## src/rtl/lmc_seq.sv

```systemverilog
// lmc_seq -- tiny Little-Man-Computer style sequencer.
// Fetches 8-bit instructions from an external synchronous RAM, executes them
// on a 4-bit accumulator and pushes results out through a valid/ready port.
// Every instruction takes FETCH, DECODE and EXEC cycles; OUT may stall in EXEC.
// Optional feature: define LMC_SEQ_SUB_EN to enable the SUBI opcode (0x3);
// without it opcode 0x3 behaves as a NOP.
// The jump target is operand[ADDR_WIDTH-1:0], so ADDR_WIDTH must be 1..4.

module lmc_seq #(
   parameter int ADDR_WIDTH = 2,
   parameter int DATA_WIDTH = 8
) (
   input  logic                  timer555,
   input  logic                  reset_count_n,
   input  logic                  start,
   output logic [ADDR_WIDTH-1:0] ram_addr,
   output logic                  ram_rd,
   input  logic [DATA_WIDTH-1:0] ram_data,
   output logic [3:0]            acc_out,
   output logic [ADDR_WIDTH-1:0] pc_out,
   output logic                  carry,
   output logic [3:0]            out_data,
   output logic                  out_valid,
   input  logic                  out_ready,
   output logic                  busy,
   output logic                  halted
);

   localparam logic [2:0] ST_IDLE   = 3'd0;
   localparam logic [2:0] ST_FETCH  = 3'd1;
   localparam logic [2:0] ST_DECODE = 3'd2;
   localparam logic [2:0] ST_EXEC   = 3'd3;
   localparam logic [2:0] ST_HALT   = 3'd4;

   localparam logic [3:0] OP_HLT  = 4'h0;
   localparam logic [3:0] OP_LDI  = 4'h1;
   localparam logic [3:0] OP_ADDI = 4'h2;
   localparam logic [3:0] OP_SUBI = 4'h3;
   localparam logic [3:0] OP_JMP  = 4'h4;
   localparam logic [3:0] OP_JZ   = 4'h5;
   localparam logic [3:0] OP_OUT  = 4'h6;

   localparam logic [ADDR_WIDTH-1:0] PC_ONE = ADDR_WIDTH'(1);

   logic [2:0]            state;
   logic [ADDR_WIDTH-1:0] pc;
   logic [DATA_WIDTH-1:0] ir;
   logic [3:0]            acc;

   logic [3:0]            opcode;
   logic [3:0]            operand;
   logic [ADDR_WIDTH-1:0] pc_inc;
   logic [ADDR_WIDTH-1:0] jump_target;
   logic [4:0]            add_sum;

   // Instruction fields and the arithmetic shared by several opcodes
   always_comb begin
      opcode      = ir[7:4];
      operand     = ir[3:0];
      pc_inc      = pc + PC_ONE;
      jump_target = operand[ADDR_WIDTH-1:0];
      add_sum     = {1'b0, acc} + {1'b0, operand};
   end

   // Main sequencer: state, PC, IR, accumulator, flag and output-port registers
   always_ff @(posedge timer555) begin
      if (!reset_count_n) begin
         state     <= ST_IDLE;
         pc        <= '0;
         ir        <= '0;
         acc       <= '0;
         carry     <= 1'b0;
         out_data  <= '0;
         out_valid <= 1'b0;
      end else begin
         case (state)
            ST_IDLE, ST_HALT: begin
               if (start) begin
                  state <= ST_FETCH;
                  pc    <= '0;
                  acc   <= '0;
                  carry <= 1'b0;
               end
            end
            ST_FETCH: begin
               state <= ST_DECODE;
            end
            ST_DECODE: begin
               ir    <= ram_data;
               state <= ST_EXEC;
               if (ram_data[7:4] == OP_OUT) begin
                  out_data  <= acc;
                  out_valid <= 1'b1;
               end
            end
            ST_EXEC: begin
               case (opcode)
                  OP_HLT: begin
                     state <= ST_HALT;
                  end
                  OP_LDI: begin
                     acc   <= operand;
                     pc    <= pc_inc;
                     state <= ST_FETCH;
                  end
                  OP_ADDI: begin
                     {carry, acc} <= add_sum;
                     pc           <= pc_inc;
                     state        <= ST_FETCH;
                  end
`ifdef LMC_SEQ_SUB_EN
                  OP_SUBI: begin
                     acc   <= acc - operand;
                     carry <= (operand > acc);
                     pc    <= pc_inc;
                     state <= ST_FETCH;
                  end
`else
                  OP_SUBI: begin
                     pc    <= pc_inc;
                     state <= ST_FETCH;
                  end
`endif
                  OP_JMP: begin
                     pc    <= jump_target;
                     state <= ST_FETCH;
                  end
                  OP_JZ: begin
                     pc    <= (acc == 4'h0) ? jump_target : pc_inc;
                     state <= ST_FETCH;
                  end
                  OP_OUT: begin
                     if (out_ready) begin
                        out_valid <= 1'b0;
                        pc        <= pc_inc;
                        state     <= ST_FETCH;
                     end
                  end
                  default: begin
                     pc    <= pc_inc;
                     state <= ST_FETCH;
                  end
               endcase
            end
            default: begin
               state <= ST_IDLE;
            end
         endcase
      end
   end

   // Status and RAM strobes decoded straight from the state register
   always_comb begin
      ram_rd   = (state == ST_FETCH);
      ram_addr = pc;
      busy     = (state == ST_FETCH) || (state == ST_DECODE) || (state == ST_EXEC);
      halted   = (state == ST_HALT);
      acc_out  = acc;
      pc_out   = pc;
   end

endmodule

```

## config.mk

```make
export PLATFORM = sky130hd
export DESIGN_NAME = lmc_seq
export DESIGN_NICKNAME = d
export VERILOG_FILES = /design/src/rtl/lmc_seq.sv
export SDC_FILE = /design/constraint.sdc
export NUM_CORES = 1
export LEC_CHECK = 0
export CAP_MARGIN = 20
export CORE_MARGIN = 2
export CORE_UTILIZATION = 30
export DETAILED_ROUTE_END_ITERATION = 10
export PLACE_DENSITY = 0.6
export SKIP_LAST_GASP = 1
export SYNTH_ARGS = -nofsm -noshare
export SYNTH_HDL_FRONTEND = slang
export SYNTH_SLANG_ARGS = --single-unit
```

## constraint.sdc

```tcl
create_clock -name timer555 -period 1.4 [get_ports timer555]
set_input_delay 0.42 -clock timer555 [delete_from_list [all_inputs] [get_ports timer555]]
set_output_delay 0.42 -clock timer555 [all_outputs]
set_load 0.02 [all_outputs]
```

Word level (Yosys, flattened, before mapping)
Cells that the tools add are included.
{"block": "classes", "n_addsub": 2, "mul": 0, "div": 0, "magnitude_cmp": 0, "n_eq_ne": 18, "n_shift": 0, "muxes": 19, "bitwise": 0, "reduce_logical": 14}
{"cell": "4-bit by 3-bit == test with 1-bit output (second input constant)", "count": 4}
{"cell": "4-bit one-hot mux with 2 select lines", "count": 2}
{"cell": "3-bit one-hot mux with 4 select lines", "count": 1}
{"cell": "4-bit zero test", "count": 2}
{"cell": "2-bit != test (second input constant)", "count": 4}
{"cell": "2-bit one-hot mux with 4 select lines", "count": 1}
{"cell": "4-bit AND reduction", "count": 2}
{"cell": "3-bit by 2-bit == test with 1-bit output (second input constant)", "count": 2}
{"cell": "2-bit two-way mux", "count": 3}
{"cell": "3-bit two-way mux", "count": 2}
{"cell": "3-bit one-hot mux with 2 select lines", "count": 1}
{"cell": "3-bit AND reduction", "count": 2}
{"cell": "4-bit by 4-bit adder with 5-bit output", "count": 1}
{"cell": "1-bit two-way mux", "count": 5}
{"cell": "4-bit by 1-bit == test with 1-bit output (second input constant)", "count": 1}
{"cell": "4-bit by 2-bit == test with 1-bit output (second input constant)", "count": 1}
{"cell": "4-bit two-way mux", "count": 1}
{"cell": "2-bit by 1-bit != test with 1-bit output (second input constant)", "count": 2}
{"cell": "1-bit one-hot mux with 2 select lines", "count": 2}
{"cell": "2-bit one-hot mux with 2 select lines", "count": 1}
{"cell": "2-bit AND reduction", "count": 2}
{"cell": "2-bit nonzero test", "count": 2}
{"cell": "3-bit by 1-bit == test with 1-bit output (second input constant)", "count": 1}
{"cell": "3-bit == test (second input constant)", "count": 1}
{"cell": "other kinds (6)", "count": 7}
{"block": "totals", "reg_bits": 23, "latch_bits": 0, "ramBits": 0, "mem_bits_ro": 0, "in_bits": 12, "wordCells": 60, "mem_count": 0}

Longest topological paths before layout
{"block": "logic_depth", "word_depth": 4, "ltp_mapped": 7}

Least setup slack after synthesis
OpenSTA, ideal clock, no wires.
{"block": "synth_timing", "path_type": "register to register", "startpoint": "register acc[0], in the netlist acc_out[0]", "endpoint": "register acc[2], in the netlist acc_out[2]", "setup_time_ns": 0.123, "arrival_time_ns": 1.562, "required_time_ns": 1.277, "slack_ns": -0.285, "path_stages_with_launch": 8, "path_buffers": 0, "period_less_slack_ns": 1.685, "cell_sequence": "dfxtp_1 ha_1 inv_1 fa_1 xor2_1 a31oi_1 nor4_1 nor3_1"}
{"block": "synth_via", "elab_chain_cells": 3}
{"element": "start: declaration", "line": "48", "text": "logic [3:0] acc;"}
{"element": "start signal: assignment", "line": "102", "text": "acc <= operand;"}
{"element": "start signal: assignment", "line": "107", "text": "{carry, acc} <= add_sum;"}
{"element": "4-bit by 4-bit adder with 5-bit output", "line": "62", "text": "add_sum = {1'b0, acc} + {1'b0, operand};"}
{"element": "4-bit one-hot mux with 2 select lines", "line": "97", "text": "case (opcode)"}
{"element": "4-bit one-hot mux with 2 select lines", "line": "76", "text": "case (state)"}
Every way passes these cells.
A chain may end at the register's enable or synchronous reset.

Worst setup path after layout
Ends and elaborated chain as after synthesis.

==> PnR_summary.wiki <==
{| class="wikitable"
! Metric !! Value
|-
| Clock root buffer || sky130_fd_sc_hd__clkbuf_8
|-
| Result of the run || complete, but fails checks
|-
| GRT busiest layer || met2
|-
| Share of the synthesized area in the top cell type || 35.3%
|-
| TritonCTS clock tree || yes
|-
| Post-synth top cells || sky130_fd_sc_hd__dfxtp_1 (23), sky130_fd_sc_hd__nor2b_1 (14), sky130_fd_sc_hd__mux2i_1 (12)
|-
| Detailed-route vias per instance || 4.92
|-
| Fill cells || 372
|-
| Category of the most critical setup path || flop to flop
|-
| Most instantiated flip-flop cell in the synthesis netlist || sky130_fd_sc_hd__dfxtp_1
|-
| Iteration count of the initial detailed-routing pass || 6
|-
| # port buffers || 28
|-
| Tot Pwr || 0.00156 W
|-
| H-tree level count || 1
|-
| Number of placement rows || 23
|-
| Met1 Resource Use GR || 18.9%
|-
| Count of nets left with antenna violations after detail routing || 0
|-
| Hold Vio Cnt, Final || 0
|-
| Residual overflow from global routing || 0
|-
| Number of enable-type register cells in the synthesized netlist || 0
|-
| Failing checks || negative setup slack
|-
| Pwr/cell area || 737 nW/um^2
|-
| Drt total wl || 3670 um
|-
| Largest net degree at the start of global routing || 17
|-
| Part of the Yosys area used for sequential elements || 35.3%
|-
| Post-route insts no fill || 251
|-
| Vertical die dimension || 70.0 um
|-
| Min-delay worst type || flop to flop
|-
| Number of inserted diodes || 0
|-
| Leakage power summed over all cells || 0.949 nW
|-
| Wire length of the first global-routing pass || 5880 um
|-
| Setup repair after global routing missed its margin || yes
|-
| Mean post-synth cell area || 9.46 um^2
|-
| Fin worst setup slack || -0.177 ns
|-
| Starting Density || 31.9%
|-
| Sort of element at the end of the critical path || flop
|-
| Share of the clock period used by the worst path after layout || 113%
|-
| TritonCTS Buffers || 3
|-
| Area occupied by multi-input gates || 875 um^2
|-
| Clock Path Buffers || 2
|-
| Leading cell type by number of instances after synthesis || sky130_fd_sc_hd__dfxtp_1
|-
| Post-detailed-route DRC marker count || 0
|-
| Register cell area after layout || 498 um^2
|-
| Post-Synthesis Cells || 138
|-
| Min-Delay Path Depth || 2
|-
| Cell type contributing the most total cell area after synthesis || sky130_fd_sc_hd__dfxtp_1
|-
| Synth Register Bits || 23
|-
| Die outline area || 4890 um^2
|-
| Half-perimeter wire length after detailed placement || 2540 um
|-
| Layout Nets || 219
|-
| Synth warn || 0
|-
| Transition at the pin with the smallest max-transition slack || 0.354 ns
|-
| First-iteration detailed-routing DRC count || 39
|-
| Area growth syn-to-layout || 62.2%
|-
| Hold-fix buffers at CTS || 0
|-
| Min Tclk post-route || 1.58 ns
|-
| Clock transition at the registers of the reported paths || 0.08 ns
|-
| Setup skew after layout || 0.00450 ns
|-
| Count of endpoints failing setup in the final report || 10
|-
| Max-slew violation count || 0
|-
| Fraction of synthesis flops using an asynchronous set or reset pin || 0%
|-
| Antenna violations before repair || 0
|-
| Area of the mapped netlist || 1310 um^2
|-
| Worst Setup Start Kind || flop
|-
| Overall via count from detail_route || 1,235
|-
| Cells after DPL || 238
|-
| Critical path peak fanout || 2
|-
| Mean routed wirelength per cell || 14.6 um
|-
| Worst IR drop on VDD || 0.000425 V
|-
| Global routing met2 resource utilization || 26.6%
|-
| Cell depth of the worst flop-to-flop path || 7
|-
| Placeable core area || 4090 um^2
|-
| Share of cells above drive strength 1 || 44.3%
|-
| Met3 Usage GRT || 2.16%
|-
| Worst Path Arrival || 1.77 ns
|-
| Number of global-route vias before repair || 1,207
|-
| Required @ worst endpoint || 1.59 ns
|-
| Post-Synthesis Net Count || 155
|-
| Normalized max-slew margin || 76.2%
|-
| Highest clock rate || 634 MHz
|-
| Clock insertion delay at the later pin of the skew report || 0.27 ns
|-
| CTS sink cnt || 23
|-
| Main area contributors after synthesis || sky130_fd_sc_hd__dfxtp_1 (35%), sky130_fd_sc_hd__mux2i_1 (9.2%), sky130_fd_sc_hd__nor2b_1 (6.7%), sky130_fd_sc_hd__ha_1 (3.8%), sky130_fd_sc_hd__nor4_4 (3.3%)
|-
| X dimension of the die || 70.0 um
|-
| Routability Congestion || 0.848
|-
| Ports placed on the boundary || 29
|-
| Max-capacitance violation count || 0
|-
| Count of cell types in the netlist || 44
|-
| Global Route Usage Sum || 15.0%
|}
layout make-up:
type	instances	area share, %
clock buffer	4	2.13
inverter	7	1.24
tap	50	2.96
multi-input combinational	99	41.3
sequential	23	23.5
timing repair buffer	68	28.8
state kept, by name (all words and copies together) (netlist names):
signal     flops
ir             8
state          3
carry          1
acc_out        4
out_data       4
pc_out         2
out_valid      1
worst max-delay path, cell delays in order, from the launching register on:
cell and delay [ns]:
sky130_fd_sc_hd__dfxtp_4 0.38, sky130_fd_sc_hd__ha_4 0.14, sky130_fd_sc_hd__inv_2 0.03, sky130_fd_sc_hd__fa_2 0.34, sky130_fd_sc_hd__xor2_1 0.17, sky130_fd_sc_hd__a31oi_1 0.25, sky130_fd_sc_hd__nor4_2 0.06, sky130_fd_sc_hd__nor3_1 0.13
cells by family (layout without fill, tap and decap cells):
kind of cell               Yosys count  after routing  share of synthesized area [%]
xor gates and xnor gates             3              3                           2.01
muxes                               12             12                           9.20
adders and majority gates            5              5                           5.37
AOI/OAI and AO/OA                   21             21                           12.7
and+or+nand+nor                     58             58                           29.1
DFF                                 23             23                           35.3
buffers and inverters               16             79                           6.33
final timing paths:
check,startpoint,to,slack [ns]
worst max-delay path,acc_out[0],acc_out[2],-0.18
worst min-delay path,out_valid,out_valid,0.53
worst max register to register,acc_out[0],acc_out[2],-0.18
worst min register to register,out_valid,out_valid,0.53
metal layers:
| metal | wire length [um] | part of all wire (%) |
|---|---|---|
| met1 | 1640 | 45 |
| met3 | 82 | 2.2 |
| met4 | 35 | 0.95 |
| met2 | 1910 | 52 |
| met5 | 0 | 0 |
what timing repair did:
item,in CTS,in global routing
endpoints found under the setup margin,35,31
cloned,0,0
setup buffers,6,4
gates resized for setup,59,42
pin swaps,11,10
through the flow:
| stage | util [%] | hold WS (ns) | instance area [um^2] | worst slack [ns] | setup TNS (ns) |
|---|---|---|---|---|---|
| after global routing | 51.8 | 0.558 | 2120 | -0.259 | -1.73 |
| after floorplan | - | 0.492 | 1330 | -0.0972 | -0.172 |
| after detailed placement | 45.7 | 0.497 | 1870 | -0.483 | -5.20 |
| after CTS | 49.7 | 0.508 | 2030 | -0.228 | -0.918 |
| after global placement | 45.7 | 0.481 | 1870 | -0.455 | -4.75 |
| final | 51.8 | 0.526 | 2120 | -0.177 | -0.724 |
cells in the final DEF (no fill, tap or decap), drive strengths merged, types with 3 or more instances in the layout:
master	Yosys	final
a21o	3	3
a21oi	4	4
buf	7	43
clkbuf	2	10
clkdlybuf4s15	0	6
clkdlybuf4s50	0	9
dfxtp	23	23
dlygate4sd2	0	4
ha	4	4
inv	7	7
mux2i	12	12
nand2	9	9
nand3	3	3
nand4	3	3
nor2	11	11
nor2b	14	14
nor3b	4	4
nor4	3	3
power by group:
part           total (W)  switching (W)  internal [W]
registers       0.000711      0.0000387      0.000673
clock network   0.000430       0.000226      0.000204
logic           0.000418       0.000187      0.000230
Power figures use the tool's default switching activity.
==> RTL change 1: new RTL, config.mk and constraints unchanged <==
Add a define of `LMC_SEQ_SUB_EN`.
--- a/src/rtl/lmc_seq.sv
+++ b/src/rtl/lmc_seq.sv
@@ -7,2 +7,4 @@
 // The jump target is operand[ADDR_WIDTH-1:0], so ADDR_WIDTH must be 1..4.
+
+`define LMC_SEQ_SUB_EN
 
Check against the original RTL: not equivalent (Yosys sat finds a counterexample within 10 cycles, from zero or initial values and one cycle with reset_count_n low).
==> RTL change 1 against the unedited design <==
  * The run still ends with setup timing left
  * Synthesized area up 6.6%
  * Setup slack worse by 0.052 ns
  * Final area up 2.9%
  * Maximum frequency down 3.2%
  * Sequential cell count unchanged
  * Routed wire length down 0.35%
  * Via count up 6.2%
  * Clock power down 4%
  * Total power up 0.55%
  * Count of clock-buffer cells in the layout unchanged
  * Worst hold slack worse by 0.068 ns
==> RTL change 1: results (changes against the unedited design) <==
Outcome
  • Outcome: complete, but fails checks (unchanged)
  • Violated checks: setup timing (unchanged)

Synth
  • Mux contribution to synthesized area: 0.0935 (was 0.0920)
  • Most frequent cells after synthesis: dfxtp_1 (23), nand2_1 (14), nor2b_1 (14), mux2i_1 (13), nor2_1 (12) (was dfxtp_1 (23), nor2b_1 (14), mux2i_1 (12), nor2_1 (10), nand2_1 (9))
  • Adder-cell share of the synthesized area: 0.101 (was 0.0537)
  • Xor/xnor share of the synthesized area: 0.0189 (was 0.0201)
  • Post-synthesis sequential area ratio: 0.331 (was 0.353)

Critical path
  • RR Startpoint: ir[0] (was acc_out[0])
  • CP max FO: 4 (was 2)
  • Arr. time, crit path: 1.80 ns (was 1.77 ns)
  • R2R Path End: acc_out[1] (was acc_out[2])
  • CP max-delay cell: fa_2 (was dfxtp_4)

Place
  • DP Cell Count: 269 (was 238)
  • Post-DP Area: 2030 µm² (was 1870 µm²)
  • Placer Congestion: 0.791 (was 0.848)
  • Post-DP HPWL: 2660 µm (was 2540 µm)

STA
  • Setup WS post-layout: -0.229 ns (was -0.177 ns)
  • Post-Route Skew: 0.00769 ns (was 0.00450 ns)
  • Final setup violation count: 6 (was 10)

Clocking
  • PostCTS Resize Cnt: 48 (was 59)
  • Post-CTS setup buffers: 0 (was 6)

Power
  • Cell leakage power: 0.942 nW (was 0.949 nW)
  • Seq pwr share: 0.453 (was 0.456)

Route
  • WL per Instance: 13.2 µm (was 14.6 µm)
  • 1st-pass router iterations: 4 (was 6)
  • Starting DRT DRC Count: 54 (was 39)

Global route
  • Global-route wire length before repair: 5780 µm (was 5880 µm)
  • Number of global-route vias before repair: 1281 (was 1207)

Layout
  • Final Net Count: 248 (was 219)
  • Layout Area Growth over Synthesis: 56.6% (was 62.2%)
  • Buffers excl. clock: 70 (was 68)
  • Layout cells sized above 1: 0.400 (was 0.443)

Floorplanning
  • Die Wd: 72.1 µm (was 70.0 µm)
[RTL change 1: changes by cell type in the layout (fill, tap and decap cells not counted), moves of 3 or more]
cell | unedited run | this run
buf_2 | 0 | 3
buf_6 | 12 | 2
ha_4 | 1 | 4
nor2_1 | 7 | 11
o21ai_0 | 0 | 3
o21ai_1 | 0 | 4
buf_4 | 29 | 40
nand2_1 | 8 | 14
[RTL change 1: routing by layer]
metal | part of all wire | wire length [µm] | vias up | global-route usage
li1 | - | - | 684 | -
met1 | 0.49 | 1780 | 597 | 0.194
met2 | 0.46 | 1680 | 28 | 0.226
met3 | 0.050 | 182 | 2 | 0.0319
met4 | 0.0044 | 16 | 0 | 0.0189
met5 | 0 | 0 | - | 0
[RTL change 1: stage by stage]
step / hold WS, ns / TNS [ns]
final: 0.458 / -0.846
after global routing: 0.505 / -1.77
after CTS: 0.466 / -1.09
after detailed placement: 0.457 / -3.14
after global placement: 0.468 / -3.01
after floorplan: 0.501 / -0.511
==> RTL change 2: new RTL, same flow settings <==
Made on the original files. Set the parameter `ADDR_WIDTH` to 1 (it was 2).
--- a/src/rtl/lmc_seq.sv
+++ b/src/rtl/lmc_seq.sv
@@ -9,3 +9,3 @@
 module lmc_seq #(
-   parameter int ADDR_WIDTH = 2,
+   parameter int ADDR_WIDTH = 1,
    parameter int DATA_WIDTH = 8
Ports: changed (resized pc_out and ram_addr); port bits go from 29 to 27. No check against the original RTL was run, so the function may have changed too.
==> RTL change 2 against the unedited design <==
  * Setup slack got worse by 0.11 ns
  * Synthesized area shrank 6.2%
  * Routed wire length down 9.3%
  * Sequential power decreased by 2%
  * Global-route usage increased by 1.2 points
  * Largest cell class unchanged
  * Total power rose by 15%
  * Sequential share of layout area shrank 0.36 points
  * Die area decreased by 5.9%
  * Final area decreased by 4.1%
  * The run still ends with setup timing left
  * Sequential cell count is 1 lower
==> RTL change 2: results (changes against the unedited design) <==
Place
  • Placer Congestion: 0.836 (was 0.848)
  • Setup WS pre-CTS: -0.556 ns (was -0.483 ns)
  • DP Cell Count: 234 (was 238)
  • Post-DP HPWL: 2400 µm (was 2540 µm)
  • Port buffer count: 26 (was 28)
  • Post-DP Area: 1770 µm² (was 1870 µm²)

Power
  • Switching share of power: 0.271 (was 0.290)
  • Cell leakage power: 0.907 nW (was 0.949 nW)
  • Clock network power: 0.000611 W (was 0.000430 W)
  • Total power: 0.00180 W (was 0.00156 W)

Clocking
  • Post-CTS setup buffers: 5 (was 6)

Synth
  • Syn Inst Count: 136 (was 138)
  • Xor/xnor share of the synthesized area: 0.0143 (was 0.0201)
  • Synth Area in Compound Gates: 0.138 (was 0.127)
  • Post-synth cell types: 41 (was 44)
  • Fraction of registers with async set/reset: 0 (unchanged)
  • Mux contribution to synthesized area: 0.0982 (was 0.0920)
  • Adder-cell share of the synthesized area: 0.0573 (was 0.0537)
  • Syn_nets: 153 (was 155)
  • Post-synthesis sequential area ratio: 0.360 (was 0.353)
  • Main area contributors after synthesis: dfxtp_1 (36%), mux2i_1 (9.8%), nor2b_1 (7.2%) (was dfxtp_1 (35%), mux2i_1 (9.2%), nor2b_1 (6.7%))

Route
  • Starting DRT DRC Count: 17 (was 39)
  • 1st-pass router iterations: 4 (was 6)
  • Via count: 1205 (was 1235)
  • WL per Instance: 13.5 µm (was 14.6 µm)
  • WL met2: 1720 µm (was 1910 µm)
  • Wire length on met3: 137 µm (was 82 µm)

STA
  • Final setup violation count: 10 (unchanged)
  • Hold_ws: 0.518 ns (was 0.526 ns)
  • Setup TNS: -0.967 ns (was -0.724 ns)
  • Worst slew margin: 0.829 (was 0.762)
  • Setup WS post-layout: -0.286 ns (was -0.177 ns)
  • Post-Route Skew: 0.00325 ns (was 0.00450 ns)

Layout
  • Cell Count, Final, Fillers Out: 246 (was 251)
  • Fillers: 367 (was 372)
  • Reg with most FFs: ir (unchanged)
  • Layout cells sized above 1: 0.423 (was 0.443)
  • Final Net Count: 214 (was 219)

Outcome
  • Outcome: complete, but fails checks (unchanged)
  • Violated checks: setup timing (unchanged)

Worst hold path
  • Hold endpoint: acc_out[3] (was out_valid)
  • Hold wc startpoint: ir[3] (was out_valid)

Critical path
  • CP max-delay cell: or4_1 (was dfxtp_4)
  • Worst reg2reg path depth: 6 (was 7)
  • Arr. time, crit path: 1.89 ns (was 1.77 ns)
  • CP max stage delay: 0.41 ns (was 0.38 ns)

Global route
  • GRT Resource Usage Total: 0.162 (was 0.150)
  • Global-route wire length before repair: 5580 µm (was 5880 µm)
  • Pin count of the biggest net entering global routing: 14 (was 17)
RTL change 2: worst max path at each step:
stage	startpoint	end	cells after the start
final	acc_out[0]	acc_out[2]	6
after global routing	acc_out[0]	acc_out[2]	6
after CTS	acc_out[0]	acc_out[2]	6
after detailed placement	start	acc_out[2]	5
after global placement	start	acc_out[2]	5
after floorplan	acc_out[0]	acc_out[2]	6
RTL change 2: metal layers:
metal,global-route usage,vias to the layer above
li1,-,604
met1,0.195,569
met2,0.276,25
met3,0.0345,7
met4,0.0725,0
met5,0,-
RTL change 2: layout make-up:
cell class	count	area, µm²	share of cell area
clock buffers	3	41.3	0.0203
multi-input cells	105	875	0.431
clock inverters	1	30.0	0.0148
well taps	50	62.6	0.0308
repair buffers	62	541	0.266
flip-flops and latches	22	470	0.232
inverters	3	11.3	0.00555
RTL change 2: worst min-delay path: stages, from the launching register on:
cell and delay (ns):
dfxtp_1 0.34, nand2_1 0.06, a31oi_1 0.08
